## config.mk

```make
export PLATFORM = sky130hd
export DESIGN_NAME = cvo_mode_control
export DESIGN_NICKNAME = d
export VERILOG_FILES = /design/src/rtl/cvo_ctrl_pkg.sv /design/src/rtl/cvo_mode_shadow.sv /design/src/rtl/cvo_mode_control.sv
export SDC_FILE = /design/constraint.sdc
export NUM_CORES = 1
export LEC_CHECK = 0
export BUFFER_PORTS_ARGS = -buffer_cell sky130_fd_sc_hd__buf_2
export CAP_MARGIN = 30
export CORE_MARGIN = 4
export CORE_UTILIZATION = 54
export DETAILED_ROUTE_END_ITERATION = 7
export MAX_ROUTING_LAYER = met4
export PLACE_DENSITY = 0.8
export SYNTH_ARGS = -nofsm -noshare
export SYNTH_HDL_FRONTEND = slang
export SYNTH_SLANG_ARGS = --single-unit
export TNS_END_PERCENT = 20
```

## constraint.sdc

```tcl
create_clock -name clk -period 2.3 [get_ports clk]
set_input_delay 0.46 -clock clk [delete_from_list [all_inputs] [get_ports clk]]
set_output_delay 0.46 -clock clk [all_outputs]
set_load 0.05 [all_outputs]
```

## src/rtl/cvo_ctrl_pkg.sv

```systemverilog
// Shared definitions for the CVO mode control block: register addresses,
// field widths, the apply-FSM state type and the mode bundle.
package cvo_ctrl_pkg;

    localparam int H_W = 14;
    localparam int V_W = 13;

    localparam logic [3:0] ADDR_CTRL       = 4'd0;
    localparam logic [3:0] ADDR_STATUS     = 4'd1;
    localparam logic [3:0] ADDR_IRQ        = 4'd2;
    localparam logic [3:0] ADDR_USEDW      = 4'd3;
    localparam logic [3:0] ADDR_H_ACTIVE   = 4'd4;
    localparam logic [3:0] ADDR_V_ACTIVE   = 4'd5;
    localparam logic [3:0] ADDR_H_TOTAL    = 4'd6;
    localparam logic [3:0] ADDR_V_TOTAL    = 4'd7;
    localparam logic [3:0] ADDR_INTERLACED = 4'd8;
    localparam logic [3:0] ADDR_COMMIT     = 4'd9;

    typedef enum logic [1:0] {
        ST_IDLE,
        ST_PENDING,
        ST_APPLY
    } mode_state_t;

    typedef struct packed {
        logic [H_W-1:0] h_active;
        logic [V_W-1:0] v_active;
        logic [H_W-1:0] h_total;
        logic [V_W-1:0] v_total;
        logic           interlaced;
    } mode_t;

    // Build the power-on mode from integer parameters; always progressive.
    function automatic mode_t reset_mode(input int ha, input int va, input int ht, input int vt);
        mode_t m;
        m.h_active   = H_W'(ha);
        m.v_active   = V_W'(va);
        m.h_total    = H_W'(ht);
        m.v_total    = V_W'(vt);
        m.interlaced = 1'b0;
        return m;
    endfunction

endpackage

```

## src/rtl/cvo_mode_shadow.sv

```systemverilog
// Apply FSM: holds a committed mode request until a frame boundary (or until
// the output is disabled) and then copies the staged mode to the live outputs.
module cvo_mode_shadow
    import cvo_ctrl_pkg::*;
#(
    parameter int H_ACTIVE_PIXELS = 1920,
    parameter int V_ACTIVE_LINES  = 1080,
    parameter int H_TOTAL_PIXELS  = 2200,
    parameter int V_TOTAL_LINES   = 1125
) (
    input  logic  clk,
    input  logic  rst,
    input  logic  commit_set,
    input  logic  commit_clr,
    input  logic  vid_sof,
    input  logic  enable,
    input  mode_t staging,
    output mode_t active,
    output logic  mode_change,
    output logic  pending,
    output logic  busy
);

    localparam mode_t RESET_MODE =
        reset_mode(H_ACTIVE_PIXELS, V_ACTIVE_LINES, H_TOTAL_PIXELS, V_TOTAL_LINES);

    mode_state_t state_q, state_d;
    mode_t       active_q, active_d;
    logic        load;

    // State and live-mode registers; reset drops any request in flight.
    always_ff @(posedge clk) begin
        if (rst) begin
            state_q  <= ST_IDLE;
            active_q <= RESET_MODE;
        end else begin
            state_q  <= state_d;
            active_q <= active_d;
        end
    end

    // Next state; the copy is taken on the edge into APPLY so the new mode and
    // the mode_change pulse appear together. A cancel beats a coincident vid_sof.
    always_comb begin
        state_d = state_q;
        load    = 1'b0;
        case (state_q)
            ST_IDLE: begin
                if (commit_set) state_d = ST_PENDING;
            end
            ST_PENDING: begin
                if (commit_clr) begin
                    state_d = ST_IDLE;
                end else if (vid_sof || !enable) begin
                    state_d = ST_APPLY;
                    load    = 1'b1;
                end
            end
            ST_APPLY: begin
                state_d = commit_set ? ST_PENDING : ST_IDLE;
            end
            default: state_d = ST_IDLE;
        endcase
    end

    // Live mode follows the staging registers only on an accepted apply.
    always_comb begin
        active_d = load ? staging : active_q;
    end

    // Moore outputs decoded from the current state.
    always_comb begin
        mode_change = (state_q == ST_APPLY);
        pending     = (state_q == ST_PENDING);
        busy        = (state_q != ST_IDLE);
    end

    assign active = active_q;

endmodule

```

## src/rtl/cvo_mode_control.sv

```systemverilog
// CVO mode control: Avalon-MM register file, staging registers, interrupt
// logic and FIFO-underflow clear handshake around the mode apply FSM.
module cvo_mode_control
    import cvo_ctrl_pkg::*;
#(
    parameter int H_ACTIVE_PIXELS  = 1920,
    parameter int V_ACTIVE_LINES   = 1080,
    parameter int H_TOTAL_PIXELS   = 2200,
    parameter int V_TOTAL_LINES    = 1125,
    parameter int USED_WORDS_WIDTH = 15
) (
    input  logic                        clk,
    input  logic                        rst,
    input  logic [3:0]                  av_address,
    input  logic                        av_read,
    output logic [15:0]                 av_readdata,
    input  logic                        av_write,
    input  logic [15:0]                 av_writedata,
    input  logic [USED_WORDS_WIDTH-1:0] usedw,
    input  logic                        underflow_sticky,
    input  logic                        vid_sof,
    input  logic                        is_output_active,
    output logic                        enable,
    output logic                        clear_underflow_sticky,
    output logic [13:0]                 h_active,
    output logic [12:0]                 v_active,
    output logic [13:0]                 h_total,
    output logic [12:0]                 v_total,
    output logic                        interlaced,
    output logic                        mode_change,
    output logic                        status_update_int
);

    localparam mode_t RESET_MODE =
        reset_mode(H_ACTIVE_PIXELS, V_ACTIVE_LINES, H_TOTAL_PIXELS, V_TOTAL_LINES);

    logic [2:0] ctrl_q, ctrl_d;          // [0] enable, [1] mode irq en, [2] underflow irq en
    mode_t      stage_q, stage_d;
    logic [1:0] irq_q, irq_d;            // [0] mode, [1] underflow
    logic       uf_prev_q, uf_prev_d;
    logic       clr_uf_q, clr_uf_d;

    logic  commit_set, commit_clr;
    logic  set_mode, set_uf, clr_mode, clr_uf_irq;
    logic  pending, busy;
    mode_t active;

    // Reads have no side effects and two writedata bits are never stored.
    logic unused_inputs;
    assign unused_inputs = &{1'b0, av_read, av_writedata[15:14]};

    assign commit_set = av_write && (av_address == ADDR_COMMIT) &&  av_writedata[0];
    assign commit_clr = av_write && (av_address == ADDR_COMMIT) && !av_writedata[0];

    cvo_mode_shadow #(
        .H_ACTIVE_PIXELS (H_ACTIVE_PIXELS),
        .V_ACTIVE_LINES  (V_ACTIVE_LINES),
        .H_TOTAL_PIXELS  (H_TOTAL_PIXELS),
        .V_TOTAL_LINES   (V_TOTAL_LINES)
    ) u_shadow (
        .clk         (clk),
        .rst         (rst),
        .commit_set  (commit_set),
        .commit_clr  (commit_clr),
        .vid_sof     (vid_sof),
        .enable      (ctrl_q[0]),
        .staging     (stage_q),
        .active      (active),
        .mode_change (mode_change),
        .pending     (pending),
        .busy        (busy)
    );

    // Register file state.
    always_ff @(posedge clk) begin
        if (rst) begin
            ctrl_q    <= '0;
            stage_q   <= RESET_MODE;
            irq_q     <= '0;
            uf_prev_q <= 1'b0;
            clr_uf_q  <= 1'b0;
        end else begin
            ctrl_q    <= ctrl_d;
            stage_q   <= stage_d;
            irq_q     <= irq_d;
            uf_prev_q <= uf_prev_d;
            clr_uf_q  <= clr_uf_d;
        end
    end

    // Write decode, interrupt set/clear (set wins, disable masks) and the
    // underflow-clear request that holds until the FIFO flag is seen low.
    always_comb begin
        ctrl_d  = ctrl_q;
        stage_d = stage_q;
        if (av_write) begin
            case (av_address)
                ADDR_CTRL:       ctrl_d             = av_writedata[2:0];
                ADDR_H_ACTIVE:   stage_d.h_active   = av_writedata[H_W-1:0];
                ADDR_V_ACTIVE:   stage_d.v_active   = av_writedata[V_W-1:0];
                ADDR_H_TOTAL:    stage_d.h_total    = av_writedata[H_W-1:0];
                ADDR_V_TOTAL:    stage_d.v_total    = av_writedata[V_W-1:0];
                ADDR_INTERLACED: stage_d.interlaced = av_writedata[0];
                default: ;
            endcase
        end

        set_mode   = mode_change && ctrl_q[1];
        set_uf     = underflow_sticky && !uf_prev_q && ctrl_q[2];
        clr_mode   = av_write && (av_address == ADDR_IRQ) && av_writedata[1];
        clr_uf_irq = av_write && (av_address == ADDR_IRQ) && av_writedata[2];
        irq_d[0]   = ((irq_q[0] && !clr_mode)   || set_mode) && ctrl_d[1];
        irq_d[1]   = ((irq_q[1] && !clr_uf_irq) || set_uf)   && ctrl_d[2];
        uf_prev_d  = underflow_sticky;

        clr_uf_d = clr_uf_q;
        if (av_write && (av_address == ADDR_STATUS) && av_writedata[1]) begin
            clr_uf_d = 1'b1;
        end else if (!underflow_sticky) begin
            clr_uf_d = 1'b0;
        end
    end

    // Combinational readback, zero-extended to the bus width.
    always_comb begin
        av_readdata = '0;
        case (av_address)
            ADDR_CTRL:       av_readdata = {13'd0, ctrl_q};
            ADDR_STATUS:     av_readdata = {13'd0, pending, underflow_sticky, is_output_active};
            ADDR_IRQ:        av_readdata = {13'd0, irq_q[1], irq_q[0], 1'b0};
            ADDR_USEDW:      av_readdata = 16'(usedw);
            ADDR_H_ACTIVE:   av_readdata = 16'(stage_q.h_active);
            ADDR_V_ACTIVE:   av_readdata = 16'(stage_q.v_active);
            ADDR_H_TOTAL:    av_readdata = 16'(stage_q.h_total);
            ADDR_V_TOTAL:    av_readdata = 16'(stage_q.v_total);
            ADDR_INTERLACED: av_readdata = {15'd0, stage_q.interlaced};
            ADDR_COMMIT:     av_readdata = {15'd0, busy};
            default:         av_readdata = '0;
        endcase
    end

    assign enable                 = ctrl_q[0];
    assign clear_underflow_sticky = clr_uf_q;
    assign h_active               = active.h_active;
    assign v_active               = active.v_active;
    assign h_total                = active.h_total;
    assign v_total                = active.v_total;
    assign interlaced             = active.interlaced;
    assign status_update_int      = |irq_q;

endmodule

```

* Yosys cells after proc, flatten, opt, wreduce, memory -nomap -nowiden
Cells that the tools add are included.
Cells by class: eq/ne operators 14, reductions and logical operators 34, multiplexer cells 13
Operators with widths (number):
- 15-bit one-hot mux with 10 select lines | 1
- 4-bit by 3-bit equality test with 1-bit output (second input constant) | 4
- 1-bit logical AND | 15
- 2-bit AND reduction | 7
- 4-bit by 2-bit equality test with 1-bit output (second input constant) | 2
- 4-bit equality test (second input constant) | 2
- 1-bit 2-to-1 mux | 6
- 2-bit 2-to-1 mux | 3
- 3-bit 2-to-1 mux | 2
- 2-bit one-hot mux with 3 select lines | 1
- 1-bit zero test | 5
- 4-bit by 1-bit equality test with 1-bit output (second input constant) | 1
- 4-bit zero test | 1
- 2-bit by 1-bit inequality test with 1-bit output (second input constant) | 2
- 1-bit logical OR | 3
- 3-bit by 2-bit inequality test with 1-bit output (second input constant) | 1
- 2-bit by 1-bit equality test with 1-bit output (second input constant) | 1
- 2-bit equality test (second input constant) | 1
- 2-bit zero test | 1
- 2-bit nonzero test | 1
- 2-bit OR reduction | 1
Word-level totals: register bits after elaboration 119, logic and storage cells 77, output and inout port bits 75

* Longest topological paths before layout
Gate-level depths: netlist of the first run.
depth after elaboration 7, mapped depth 7

* By module
Synthesis of the first run repeated with hierarchy kept, for this count alone.
Second synthesis, totals: cell total of the unflattened synthesis 640, area, all modules 5592.9 um^2
By module, submodules not included:
- cvo_mode_control | area an instance 3091.7 um^2, instances 1, seq. area each 1241.2 um^2, cells each 389
- cvo_mode_shadow | area an instance 2501.1 um^2, instances 1, seq. area each 1141.1 um^2, cells each 251

* Worst setup path before layout of the first run
OpenSTA, ideal clock, no wires.
path kind input -> output, start in av_address[3], end out av_readdata[0], stages on the path 4, setup slack -0.841 ns, data required time 1.840 ns, arrival 2.681 ns, cells stage by stage buf_4 > nor2b_1 > a22oi_1 > o311ai_0
On the way: word-level cells in the longest chain between the ends 2
RTL lines:
- start: declaration | RTL line cvo_mode_control.sv:14 | input logic [3:0] av_address,
- 4-bit equality test (tied with other cells) | RTL line cvo_mode_control.sv:127 | case (av_address)
- 15-bit one-hot mux with 10 select lines (*) | RTL line cvo_mode_control.sv:127
- end: declaration | RTL line cvo_mode_control.sv:16 | output logic [15:0] av_readdata,
Mark *: on every way between the ends. The rest lies on a longest branch, timed or not.

* Worst setup path in the final report of the first run
start in av_address[0], end out av_readdata[10]
The elaborated chain is that of the path after synthesis.

==> flow_metrics.tcl, run 1 <==
set metrics [dict create \
    reg2reg_depth 5 \
    tightest_slew_ns 0.640 \
    crit_path_start_kind "input port" \
    end_kind "output pin" \
    start_util_pct 56.7 \
    drc_errors 0 \
    multi_input_area_um2 2440 \
    area_delta_synth_final_pct 26.6 \
    diodes 0 \
    routedWlPerCell_um 18.6 \
    clk_pin_slew_ns 0.06 \
    clock_skew_ns 0.0118 \
    layout_common_cells "dfxtp_1 (116), nand2_1 (113), buf_2 (108)" \
    power_density_nw_per_um2 766 \
    p_leak_nw 2.62 \
    drive_gt1_share_pct 29.3 \
    wirelength_mm 15.2 \
    final_util_pct 71.7 \
    crit_path_end "av_readdata[10]" \
    place_ws_ns 0.0388 \
    grt_pass1_vias 4720 \
    cts_sinks 119 \
    yosys_warnings 0 \
    finalSetupViolCount 2 \
    final_nets 738 \
    grt_pass1_wl_mm 24.1 \
    clk_latency_ns 0.52 \
    via_count 4847 \
    crit_path_max_fanout 10 \
    grt_max_degree 52 \
    rsz0062_at_grt "yes" \
    syn_avg_cell_area_um2 8.76 \
    crit_type "in -> out" \
    htreeDepth 4 \
    r2r_slack_ns 0.73 \
    final.setup.tns_ns -0.0955 \
    synthFlopType "dfxtp_1" \
    grtUsageTotal_pct 28.5 \
    swShare_pct 25.3 \
    r2r_end "u_shadow.active[16]" \
    numCtsBuffers 17 \
    tritoncts "done" \
    dr.pass1.iters 6 \
    die_area_um2 10900 \
    die_w_um 105 \
    seq_area_frac_synth_pct 47.3 \
    hold_path_class "in -> reg" \
    reg2reg_from "u_shadow.state_q[0]" \
    startpoint "av_address[0]" \
    antenna_found_initial 0 \
    fill_cells 654 \
    core_area_um2 8890 \
    syn-instance-count 575 \
    cts_root_buffer "clkbuf_8" \
    hold_buffers 0 \
    synthesis.nets 617 \
    slew_headroom_pct 57.4 \
    grt_remaining_overflow 0 \
    hpwl_mm 10.1 \
    p_sw_mw 1.24 \
    comb_power_share_pct 7.6 \
    setup_ws_ns -0.0843 \
    power_mw 4.89 \
    clockPowerShare_pct 49.5 \
    final_antenna_net_count 0 \
    synth_area_um2 5040 \
    maxSlewViolCount 0 \
    violations "negative setup slack" \
    max_freq_mhz 419 \
    viasPerCell 5.93 \
    p_seq_share_pct 42.9 \
    synth_cell_types 44 \
    register_area_um2 2390 \
    hold_viol 0 \
    port-buffer-count 112 \
    min_period_over_period_pct 104 \
    fp.dieH_um 105 \
    ys_ff_latch 119 \
    fp-row-count 34 \
    outcome "complete, but fails checks" \
    hold_depth 3 \
    io_pins 117 \
    final_common_cell "dfxtp_1" \
    gp_congestion 0.933 \
    worstPathRequired_ns 1.84 \
    drtIter0Drc 420 \
    fin_crit_ns 2.38 \
    synth_edf_count 0 \
    arrival_ns 1.92 \
    ir_drop_mv 0.507 \
    internal_power_mw 3.65 \
    async_flop_share_pct 0 \
    clk_path_buf_depth 2 \
    drv_cap 0 \
]
[logic make-up after synthesis]
| group | Yosys count | share of synthesized area (%) |
|---|---|---|
| AND/OR/NAND/NOR | 257 | 23.2 |
| flip-flops | 119 | 47.3 |
| AO/OA/AOI/OAI | 88 | 10.4 |
| multiplexers | 65 | 14.0 |
| buffers and inverters | 45 | 5.14 |
| other | 1 | 0.0744 |
[sequential cells by signal, indices dropped and copies added (netlist names)]
register,cells
clear_underflow_sticky,1
uf_prev_q,1
irq_q,2
ctrl_q,3
u_shadow.state_q,2
u_shadow.active,55
stage_q,55
[routing by layer]
layer / vias up / track usage (%) / part of all wire, %
met1: 2304 / 32.8 / 40
met5: - / - / 0
met3: 52 / 7.83 / 8.1
li1: 2208 / - / -
met2: 283 / 46.5 / 49
met4: 0 / 12.7 / 3.4
[what timing repair did]
item                                    4_1_cts  5_1_grt
cloned                                        0        0
endpoints found under the setup margin        2        4
resized for setup                             8        7
pin swaps                                     0        3
hold endpoints to repair                      0        0
buffers inserted                              0        1
[power groups by stage]
| stage | clock [mW] | combinational, mW | sequential (mW) |
|---|---|---|---|
| after floorplan | 0 | 0.225 | 2.14 |
| after global placement | 0 | 0.345 | 2.14 |
| after detailed placement | 0 | 0.349 | 2.14 |
| after CTS | 2.44 | 0.359 | 2.09 |
| after global routing | 2.54 | 0.391 | 2.10 |
| final | 2.42 | 0.371 | 2.10 |
[Yosys cell counts (4+ instances only)]
library cell,number,area share [%]
a21oi_1,61,6.1
a221o_1,8,1.6
buf_2,12,1.2
buf_4,8,1.2
buf_6,6,1.3
clkbuf_1,16,1.2
dfxtp_1,119,47
mux2_2,12,2.7
mux2i_1,50,9.9
nand2_1,113,8.4
nand2b_1,4,0.50
nand3_1,8,0.79
nand3b_1,18,2.7
nor2_1,71,5.3
nor2b_1,9,1.1
nor3_1,18,1.8
o21ai_0,5,0.50
[stage by stage]
stage / hold slack [ns] / cells / instance area (um^2)
4_1_cts: 0.188 / 816 / 6340
2_1_floorplan: 0.446 / 575 / 5040
6_report: 0.205 / 817 / 6380
3_3_place_gp: 0.438 / 784 / 5770
3_5_place_dp: 0.448 / 784 / 5770
5_1_grt: 0.206 / 817 / 6380
[worst max-delay path, cell delays in order]
cell and delay (ns):
buf_2 0.19, and2_0 0.30, nand2b_1 0.11, buf_4 0.20, o21ai_0 0.34, clkbuf_4 0.32
[worst min path at each step]
| stage | slack [ns] | endpoint | start |
|---|---|---|---|
| after detailed placement | 0.45 | clear_underflow_sticky | clear_underflow_sticky |
| after global routing | 0.21 | stage_q[48] | av_writedata[7] |
| after CTS | 0.19 | stage_q[33] | av_writedata[5] |
| final | 0.20 | stage_q[33] | av_writedata[5] |
| after floorplan | 0.45 | stage_q[30] | stage_q[30] |
| after global placement | 0.44 | clear_underflow_sticky | clear_underflow_sticky |
[final cells by class]
class	instances	share of cell area (%)
clock inverters	14	2.04
well taps	108	2.12
flip-flops and latches	119	37.4
clock buffers	18	6.55
repair buffers	146	13.5
inverters	1	0.0588
multi-input cells	411	38.3
Power figures use the tool's default switching activity.
==> run 2: changes to the inputs <==
Settings changed: SETUP_SLACK_MARGIN set to 0.15.
==> flow_metrics.tcl, run 2 (synthesis results as in run 1) <==
set metrics [dict create \
    clockPowerShare_pct 49.5 \
    holdWs_ns 0.222 \
    cts_root_buffer "clkbuf_8" \
    fp.dieH_um 105 \
    final_common_cell "dfxtp_1" \
    drtIter0Drc 319 \
    routedWlPerCell_um 18.6 \
    min_period_over_period_pct 99.7 \
    maxSlewViolCount 0 \
    comb_power_share_pct 8.1 \
    grt_pass1_vias 4767 \
    die_area_um2 10900 \
    wirelength_mm 15.3 \
    clk_latency_ns 0.51 \
    rsz0062_at_grt "yes" \
    grtUsageTotal_pct 28.8 \
    hold_depth 2 \
    htreeDepth 4 \
    swShare_pct 23.1 \
    crit_type "in -> out" \
    power_density_nw_per_um2 753 \
    diodes 0 \
    numCtsBuffers 17 \
    clk_path_buf_depth 2 \
    layout_common_cells "dfxtp_1 (115), nand2_1 (113), buf_2 (104)" \
    dr.pass1.iters 5 \
    fill_cells 610 \
    end_kind "output pin" \
    fin_crit_ns 2.29 \
    slew_headroom_pct 56.9 \
    power_mw 4.95 \
    reg2reg_from "ctrl_q[0]" \
    final_nets 743 \
    drc_errors 0 \
    outcome "complete, no violations" \
    fp-row-count 34 \
    worstPathRequired_ns 1.84 \
    r2r_slack_ns 0.78 \
    clock_skew_ns 0.00653 \
    tritoncts "done" \
    via_count 4783 \
    max_freq_mhz 436 \
    finalSetupViolCount 0 \
    die_w_um 105 \
    ir_drop_mv 0.569 \
    r2r_end "u_shadow.active[54]" \
    io_pins 117 \
    layoutNonFillerInstCount 821 \
    viasPerCell 5.83 \
    hpwl_mm 10.1 \
    antenna_found_initial 0 \
    grt_remaining_overflow 0 \
    drive_gt1_share_pct 30.6 \
    p_sw_mw 1.14 \
    port-buffer-count 112 \
    area_delta_synth_final_pct 30.3 \
    arrival_ns 1.83 \
    min_to "uf_prev_q" \
    cts_sinks 119 \
    crit_path_start_kind "input port" \
    reg2reg_depth 5 \
    gp_congestion 0.945 \
    final_util_pct 73.9 \
    internal_power_mw 3.80 \
    p_leak_nw 2.71 \
    grt_max_degree 74 \
    clk_pin_slew_ns 0.06 \
    drv_cap 0 \
    final_antenna_net_count 0 \
    crit_path_max_fanout 6 \
    grt_pass1_wl_mm 24.5 \
    dp_cells 781 \
    p_seq_share_pct 42.4 \
    hold_viol 0 \
    hold_buffers 0 \
    hold_path_class "in -> reg" \
    min_from "underflow_sticky" \
    core_area_um2 8890 \
    start_util_pct 56.7 \
    tightest_slew_ns 0.647 \
]
## run 2: cell count changes in the layout (fill, tap and decap cells not counted), sizes merged
cell,before,now
clkbuf,19,25
buf,145,150
clkinv,7,4
clkinvlp,5,2
inv,2,1
## run 2: timing repair
| action | CTS | global route |
|---|---|---|
| setup endpoints to repair | 13 | 14 |
| pin swaps | 4 | 3 |
| buffers inserted | 7 | 2 |
| gates resized for setup | 18 | 17 |
## run 2: per-layer routing
| layer | wire length (um) | vias up | part of all wire (%) | track usage [%] |
|---|---|---|---|---|
| li1 | - | 2219 | - | - |
| met1 | 5990 | 2247 | 39 | 33.3 |
| met2 | 7440 | 255 | 49 | 47.9 |
| met3 | 1170 | 62 | 7.6 | 6.41 |
| met4 | 670 | 0 | 4.4 | 13.7 |
| met5 | 0 | - | 0 | - |
## run 2: area by class of cell
class	count	area [um^2]	share of cell area (%)
multi-input combinational	411	2470	37.6
sequential	119	2390	36.4
timing repair buffer	151	1010	15.4
clock buffer	24	490	7.47
tap	108	135	2.06
clock inverter	7	68.8	1.05
inverter	1	3.75	0.0572
## run 2: worst max path at each step
| stage | startpoint | to | cells after the start | slack (ns) |
|---|---|---|---|---|
| 6_report | av_address[0] | av_readdata[13] | 8 | 0.008 |
| 5_1_grt | av_address[0] | av_readdata[13] | 8 | -0.01 |
| 4_1_cts | stage_q[43] | av_readdata[2] | 4 | 0.07 |
| 3_5_place_dp | av_address[0] | av_readdata[12] | 7 | 0.01 |
| 3_3_place_gp | av_address[1] | av_readdata[12] | 7 | 0.03 |
| 2_1_floorplan | av_address[2] | av_readdata[13] | 4 | -0.07 |
## run 2: power groups by stage
stage	Sequential, mW	Clock [mW]	Combinational, mW
after detailed placement	2.14	0	0.357
final	2.10	2.45	0.400
after CTS	2.09	2.46	0.381
after global placement	2.14	0	0.354
after floorplan	2.14	0	0.226
after global routing	2.10	2.57	0.423
## run 2: worst max-delay path: stages
cell and delay, ns:
buf_4 0.14, buf_12 0.14, buf_8 0.14, buf_4 0.14
nor2b_2 0.20, nand3_1 0.15, a31oi_1 0.21, clkbuf_4 0.26
## run 2: through the flow
step / worst slack, ns / setup TNS, ns / instance area [um^2]
finish: 0.00801 / 0 / 6570
global route: -0.0128 / -0.0128 / 6570
CTS: 0.0657 / 0 / 6500
detailed placement: 0.0103 / 0 / 5820
global placement: 0.0275 / 0 / 5820
floorplan: -0.0669 / -0.0928 / 5050
==> run 3: changes to the inputs <==
Settings changed: CORE_MARGIN 4 to unset.
==> flow_metrics.tcl, run 3 (synthesis results as in run 1) <==
set metrics [dict create \
    outcome "complete, no violations" \
    crit_path_end "av_readdata[2]" \
    gp_congestion 0.909 \
    tightest_slew_ns 0.622 \
    arrival_ns 1.83 \
    hpwl_mm 9.81 \
    via_count 4676 \
    htreeDepth 4 \
    layout_common_cells "nand2_1 (113), dfxtp_1 (111), buf_2 (97)" \
    grtUsageTotal_pct 31.8 \
    grt_remaining_overflow 0 \
    start_util_pct 56.7 \
    diodes 0 \
    viasPerCell 5.68 \
    dp_cells 787 \
    reg2reg_from "u_shadow.state_q[0]" \
    tritoncts "done" \
    hold_path_class "in -> reg" \
    r2r_slack_ns 0.69 \
    finalSetupViolCount 0 \
    final_util_pct 74.2 \
    startpoint "stage_q[30]" \
    grt_pass1_vias 4664 \
    drc_errors 0 \
    cts_sinks 119 \
    min_from "av_writedata[10]" \
    io_pins 117 \
    dr.pass1.iters 5 \
    final_common_cell "nand2_1" \
    power_density_nw_per_um2 795 \
    ir_drop_mv 0.722 \
    crit_family "compound AO/OA/AOI/OAI gates" \
    port-buffer-count 112 \
    die_area_um2 9720 \
    fp-row-count 34 \
    fill_cells 655 \
    critPathMaxStageDelay_ns 0.41 \
    slew_headroom_pct 58.5 \
    rsz0062_at_grt "yes" \
    fin_crit_ns 2.29 \
    max_freq_mhz 437 \
    crit_path_start_kind "flop" \
    die_w_um 98.6 \
    end_kind "output pin" \
    hold_buffers 0 \
    antenna_found_initial 0 \
    reg2reg_depth 6 \
    drtIter0Drc 284 \
    crit_type "reg -> out" \
    drv_cap 0 \
    area_delta_synth_final_pct 30.8 \
    min_period_over_period_pct 99.5 \
    cts_root_buffer "clkbuf_8" \
    clk_latency_ns 0.52 \
    worstPathRequired_ns 1.84 \
    wirelength_mm 14.3 \
    path_cells "mux2_2 -> a222oi_1 -> a211oi_2 -> buf_6" \
    fp.dieH_um 98.6 \
    grt_max_degree 74 \
    layoutNonFillerInstCount 823 \
    clk_path_buf_depth 2 \
    hold_viol 0 \
    p_leak_nw 2.71 \
    routedWlPerCell_um 17.4 \
    final_nets 744 \
    numCtsBuffers 17 \
    holdWs_ns 0.208 \
    grt_pass1_wl_mm 23.2 \
    crit_path_max_fanout 3 \
    final_antenna_net_count 0 \
    slowest_stage "a222oi_1" \
    drive_gt1_share_pct 31.2 \
    cp.depth 4 \
    clock_skew_ns 0.00895 \
    clk_pin_slew_ns 0.06 \
    core_area_um2 8890 \
    critPathBufInv 1 \
    maxSlewViolCount 0 \
    r2r_end "u_shadow.active[54]" \
]
## run 3: worst min-delay path by stage
stage / slack, ns / endpoint / cells past startpoint
after floorplan: 0.45 / stage_q[30] / 2
after global placement: 0.44 / clear_underflow_sticky / 2
after detailed placement: 0.44 / clear_underflow_sticky / 2
after CTS: 0.20 / stage_q[48] / 3
after global routing: 0.21 / stage_q[23] / 3
final: 0.21 / stage_q[38] / 3
## run 3: layout make-up
class	count	area (um^2)	area share, %
clock inverters	11	170	2.58
flip-flops and latches	119	2390	36.3
repair buffers	152	986	15.0
inverters	1	3.75	0.0569
well taps	108	135	2.05
multi-input cells	411	2460	37.3
clock buffers	21	449	6.81
## run 3: worst min-delay path: cells and delay by family
family / cells / cell delay, ns
buffers and inverters: 1 / 0.12
and+or+nand+nor: 2 / 0.11
## run 3: stage by stage
step           worst slack [ns]  setup TNS [ns]  cell area (um^2)  power, mW
2_1_floorplan           -0.0669         -0.0928              5050       2.36
3_3_place_gp             0.0177               0              5830       2.49
3_5_place_dp            -0.0149         -0.0149              5830       2.50
4_1_cts                -0.00893        -0.00893              6550       5.24
5_1_grt                 -0.0718         -0.0725              6590       5.37
6_report                 0.0118               0              6590       5.24
## run 3: what timing repair did
item                       CTS  global route
setup endpoints to repair   13            14
pin swaps                    7             8
gates resized for setup     31            12
buffers inserted             2             2
## run 3: metal layers
layer  GRT usage [%]  vias to the layer above  part of all wire [%]
met1            36.4                     2211                    39
met3            7.09                       34                   7.1
met4            16.2                        0                   3.3
met2            52.7                      219                    50
met5               -                        -                     0
li1                -                     2212                     -
## run 3: power breakdown
part           internal (mW)  switching (mW)  leakage (nW)
Sequential              2.08          0.0151         0.965
Combinational          0.152           0.234          1.45
Clock                   1.82           0.939         0.295
